**src/rtl/regfile_pkg.sv**
```systemverilog
// Shared constants and helpers for the register-file write path.
package regfile_pkg;

    localparam int AW        = 5;
    localparam int DW        = 32;
    localparam int NREGS     = 32;
    localparam int GID_W     = 3;
    localparam int MAX_NREQ  = 8;

    localparam logic [AW-1:0] REG_ZERO = 5'd0;

    localparam int REQ_ALU  = 0;
    localparam int REQ_LOAD = 1;
    localparam int REQ_DBG  = 2;

    // One-hot view of a register write; x0 never shows up as in flight.
    function automatic logic [NREGS-1:0] reg_onehot(input logic [AW-1:0] addr, input logic we);
        logic [NREGS-1:0] m;
        m = '0;
        if (we && addr != REG_ZERO) begin
            m[addr] = 1'b1;
        end
        return m;
    endfunction

endpackage

```
**src/rtl/rr_arbiter.sv**
```systemverilog
// Combinational round-robin arbiter: first requester at or after ptr, wrapping.
module rr_arbiter #(
    parameter int N  = 3,
    parameter int PW = 3
) (
    input  logic [N-1:0]  req,
    input  logic [PW-1:0] ptr,
    output logic [N-1:0]  gnt,
    output logic [PW-1:0] idx,
    output logic          any
);

    // Two passes (upper segment from ptr, then the wrapped lower segment) keep every index constant.
    always_comb begin
        gnt = '0;
        idx = '0;
        any = 1'b0;
        for (int i = 0; i < N; i++) begin
            if (!any && req[i] && (i >= int'(ptr))) begin
                any    = 1'b1;
                gnt[i] = 1'b1;
                idx    = PW'(i);
            end
        end
        for (int i = 0; i < N; i++) begin
            if (!any && req[i] && (i < int'(ptr))) begin
                any    = 1'b1;
                gnt[i] = 1'b1;
                idx    = PW'(i);
            end
        end
    end

endmodule

```
**src/rtl/regfile_write_arbiter.sv**
```systemverilog
// Shares the register-file write port among NREQ requesters, round-robin,
// with a registered issue stage, x0 write filtering and an in-flight mask.
module regfile_write_arbiter #(
    parameter int NREQ = 3,
    parameter int AW   = 5,
    parameter int DW   = 32
) (
    input  logic               clock,
    input  logic               reset,
    input  logic [NREQ-1:0]    req_valid,
    input  logic [NREQ*AW-1:0] req_addr,
    input  logic [NREQ*DW-1:0] req_data,
    output logic [NREQ-1:0]    req_ready,
    output logic [AW-1:0]      rg_A3,
    output logic [DW-1:0]      rg_WD3,
    output logic               rg_WE3,
    output logic [31:0]        inflight_mask,
    output logic [2:0]         grant_id
);
    import regfile_pkg::*;

    localparam int GW = GID_W;

    generate
        if (NREQ < 2 || NREQ > MAX_NREQ) begin : g_bad_nreq
            $error("regfile_write_arbiter: NREQ must be in 2..8");
        end
    endgenerate

    logic [GW-1:0]   rr_ptr;
    logic [NREQ-1:0] gnt;
    logic [GW-1:0]   gidx;
    logic            gvalid;
    logic [GW-1:0]   ptr_next;
    logic [AW-1:0]   sel_addr;
    logic [DW-1:0]   sel_data;

    rr_arbiter #(
        .N  (NREQ),
        .PW (GW)
    ) u_arb (
        .req (req_valid),
        .ptr (rr_ptr),
        .gnt (gnt),
        .idx (gidx),
        .any (gvalid)
    );

    // The issue stage is held in reset too, so gating ready keeps the handshake consistent.
    assign req_ready = reset ? '0 : gnt;

    always_comb begin
        sel_addr = '0;
        sel_data = '0;
        for (int i = 0; i < NREQ; i++) begin
            if (gnt[i]) begin
                sel_addr = req_addr[i*AW +: AW];
                sel_data = req_data[i*DW +: DW];
            end
        end
    end

    assign ptr_next = (int'(gidx) == NREQ - 1) ? '0 : gidx + 1'b1;

    always_ff @(posedge clock or posedge reset) begin
        if (reset) begin
            rg_A3    <= '0;
            rg_WD3   <= '0;
            rg_WE3   <= 1'b0;
            grant_id <= '0;
            rr_ptr   <= '0;
        end else if (gvalid) begin
            rg_A3    <= sel_addr;
            rg_WD3   <= sel_data;
            rg_WE3   <= (sel_addr != '0);
            grant_id <= gidx;
            rr_ptr   <= ptr_next;
        end else begin
            rg_WE3   <= 1'b0;
        end
    end

    assign inflight_mask = reg_onehot(rg_A3, rg_WE3);

endmodule

```
**config.mk**
```make
export PLATFORM = sky130hd
export DESIGN_NAME = regfile_write_arbiter
export DESIGN_NICKNAME = d
export VERILOG_FILES = /design/src/rtl/regfile_pkg.sv /design/src/rtl/rr_arbiter.sv /design/src/rtl/regfile_write_arbiter.sv
export SDC_FILE = /design/constraint.sdc
export NUM_CORES = 1
export LEC_CHECK = 0
export ABC_AREA = 1
export BUFFER_PORTS_ARGS = -buffer_cell sky130_fd_sc_hd__buf_2
export CAP_MARGIN = 20
export CORE_MARGIN = 2
export CORE_UTILIZATION = 36
export CTS_CLUSTER_DIAMETER = 80
export DETAILED_ROUTE_END_ITERATION = 8
export HOLD_SLACK_MARGIN = 0.02
export PLACE_DENSITY = 0.76
export SKIP_LAST_GASP = 1
export SLEW_MARGIN = 40
export SYNTH_ARGS = -nofsm -noshare
export SYNTH_HDL_FRONTEND = slang
export SYNTH_SLANG_ARGS = --single-unit
```
**constraint.sdc**
```tcl
create_clock -name clock -period 1.3 [get_ports clock]
set_input_delay 0.195 -clock clock [delete_from_list [all_inputs] [get_ports clock]]
set_output_delay 0.195 -clock clock [all_outputs]
set_load 0.01 [all_outputs]
```
==> impl_metrics.py <==
metrics = {
    "status": {
        "status": "complete, but fails checks",
        "violations": "negative setup slack",
    },
    "logic_synthesis": {
        "yosysMostFrequentCell": "nand2_1",
        "syn_avg_cell_area_um2": 7.03,
        "synth_top_area_share": 0.434,
        "syn_inst": 353,
        "yosysUniqueCellTypes": 23,
        "yosys_warnings": 0,
        "synth_edf_count": 0,
        "yosysTopAreaCell": "dfrtp_1",
        "ys_top_cells_by_count": "nand2_1 (161), dfrtp_1 (43), nor2_1 (36)",
        "synth_area_leaders": "dfrtp_1 (43%), nand2_1 (24%), nand4_1 (8.3%)",
        "synth_ff_type": "dfrtp_1",
        "async_reset_ff_frac": 1.00,
        "ys_seq_area_frac": 0.434,
        "ys_ff_latch": 43,
        "syn_area_mm2": 0.00248,
    },
    "setup_path": {
        "crit_required_ns": 1.11,
        "end_kind": "primary output",
        "startpoint_type": "flop",
        "critPathMaxFanout": 4,
        "arrival_ns": 1.53,
        "crit_type": "flop to primary output",
    },
    "cts": {
        "cts_tree": "done",
        "clockRootBuffer": "clkbuf_8",
        "htreeDepth": 2,
        "clock_latency_ns": 0.29,
        "cts_buffer_depth": 2,
        "cts.sinks": 43,
        "cts_inserted_buffers": 5,
        "clk_pin_slew_ns": 0.08,
    },
    "routing": {
        "viasPerCell": 4.96,
        "vias": 3386,
        "drc": 0,
        "firstDrtPassIters": 4,
        "drt_iter0_markers": 130,
        "ant_nets": 0,
        "wl_per_cell_um": 14.5,
        "wirelength_mm": 9.88,
    },
    "layout": {
        "drive_above_1_share": 0.564,
        "final_util": 0.687,
        "layout.nets": 718,
        "area_delta_synth_final_pct": 85.9,
        "finalInstanceArea_mm2": 0.00461,
        "num_antenna_cells": 0,
        "nFillCells": 538,
    },
    "placed_design": {
        "place_area_mm2": 0.00384,
        "dp_slack_ns": -0.243,
        "place_hpwl_mm": 6.95,
        "place_congestion": 0.880,
        "io_buffers": 189,
    },
    "power": {
        "leakagePower_nw": 2.42,
        "powerDensity_mw_per_mm2": 1200,
        "ir_worst_vdd_mv": 0.691,
    },
    "timing": {
        "hold_viol_final": 0,
        "min_period_ns": 1.73,
        "setup_slack_ns": -0.427,
        "finalSetupTns_ns": -23.36,
        "hold-worst-slack_ns": 0.105,
        "final_max_slew_viol_count": 0,
        "period_share": 1.33,
        "setup_viol": 78,
        "fin_skew_ns": 0.00476,
        "rsz0062_at_grt": "true",
        "fmaxAchievable_mhz": 579,
    },
    "global_routing": {
        "gr-total-overflow": 0,
        "grt_pass1_vias": 3225,
        "grt_max_degree": 25,
        "antenna_found_initial": 0,
        "grtUsageTotal": 0.250,
        "grt_pass1_wl_mm": 14.8,
    },
    "flow_run": {
        "max_cap_viol_count": 0,
    },
    "hold_path": {
        "hp-class": "input port to flop",
    },
    "die": {
        "fp.coreArea_mm2": 0.00672,
        "initial_core_util": 0.369,
        "die_h_um": 87.0,
        "dieArea_mm2": 0.00757,
        "die_x_um": 87.0,
        "ios": 192,
        "rows": 30,
    },
}
cells by family (layout without fill, tap and decap cells):
logic type	Yosys count	after routing	share of synthesized area
buf+inv	41	290	0.0842
other cells	1	2	0.00151
simple gates	259	259	0.452
compound gates	9	9	0.0282
flops	43	43	0.434
through the flow:
step | total power, mW | std cells
after global routing | 5.90 | 683
after CTS | 5.34 | 675
after global placement | 3.91 | 647
after detailed placement | 3.96 | 647
after floorplan | 2.90 | 354
final | 5.55 | 683
power breakdown:
| part | switching [mW] | internal, mW | total (mW) | leakage [nW] |
|---|---|---|---|---|
| clock network | 0.465 | 0.376 | 0.841 | 0.0412 |
| logic | 1.54 | 1.35 | 2.89 | 1.86 |
| registers | 0.194 | 1.63 | 1.82 | 0.519 |
| total | 2.20 | 3.35 | 5.55 | 2.42 |
sequential cells by signal, indices dropped and copies added, names as in the netlist:
| name | count |
|---|---|
| rg_WE3 | 1 |
| rg_WD3 | 32 |
| rg_A3 | 5 |
| rr_ptr | 3 |
| grant_id | 2 |
critical path, cell delays in order (launching register included):
cell and delay [ns]:
dfrtp_1 0.42, nand2_1 0.13, nand3_4 0.11, inv_1 0.10, nand3_2 0.12, o21ai_4 0.10, inv_2 0.07, nor2_4 0.06
buf_2 0.13
what timing repair did:
item / 4_1_cts / 5_1_grt
setup buffers: 18 / 11
endpoints found under the hold margin: 43 / 0
setup endpoints to repair: 77 / 77
gates cloned: 1 / 2
resized for setup: 74 / 42
pin swaps: 31 / 26
hold buffers: 1 / 0
routing by layer:
layer	up-vias	routed length, um	GRT usage	part of all wire
li1	1630	-	-	-
met1	1578	3710	0.274	0.38
met2	162	5280	0.474	0.53
met3	16	701	0.0502	0.071
met4	0	191	0.0838	0.019
met5	-	0	0	0
final cells by class:
| cell class | count | area (um2) | share of cell area |
|---|---|---|---|
| inverters | 25 | 96.3 | 0.0209 |
| flip-flops and latches | 43 | 1080 | 0.234 |
| clock inverters | 2 | 12.5 | 0.00271 |
| multi-input cells | 270 | 1500 | 0.326 |
| clock buffers | 6 | 72.6 | 0.0157 |
| repair buffers | 257 | 1750 | 0.379 |
| well taps | 80 | 100 | 0.0217 |
final timing paths:
check	from	endpoint	slack, ns	cells after the start
worst max register to register	rr_ptr[1]	rg_WD3[22]	-0.34	9
worst min register to register	grant_id[0]	grant_id[0]	0.48	2
worst min-delay path	req_data[39]	rg_WD3[7]	0.11	3
max in group asynchronous	reset	rg_WD3[18]	0.50	4
min in group asynchronous	reset	rg_WD3[30]	0.55	4
worst max-delay path	rr_ptr[1]	req_ready[2]	-0.43	8
placed cells by master, fill, tap and decap left out, types with 3 or more instances in the layout:
| cell type | Yosys | routed |
|---|---|---|
| nand2_2 | 1 | 13 |
| nor2_4 | 1 | 8 |
| nand2_1 | 161 | 147 |
| nor2_1 | 36 | 18 |
| dfrtp_1 | 43 | 41 |
| nor3_4 | 0 | 5 |
| buf_2 | 8 | 185 |
| nand3_1 | 16 | 5 |
| inv_1 | 24 | 9 |
| buf_6 | 4 | 29 |
| inv_2 | 1 | 15 |
| o21bai_1 | 3 | 3 |
| nor2_2 | 2 | 13 |
| nand4_1 | 33 | 33 |
| clkbuf_8 | 0 | 5 |
| nand3_2 | 1 | 5 |
| buf_4 | 4 | 30 |
| buf_12 | 0 | 9 |
| nand3_4 | 0 | 7 |
No activity file was read; power rests on OpenSTA's default activity.
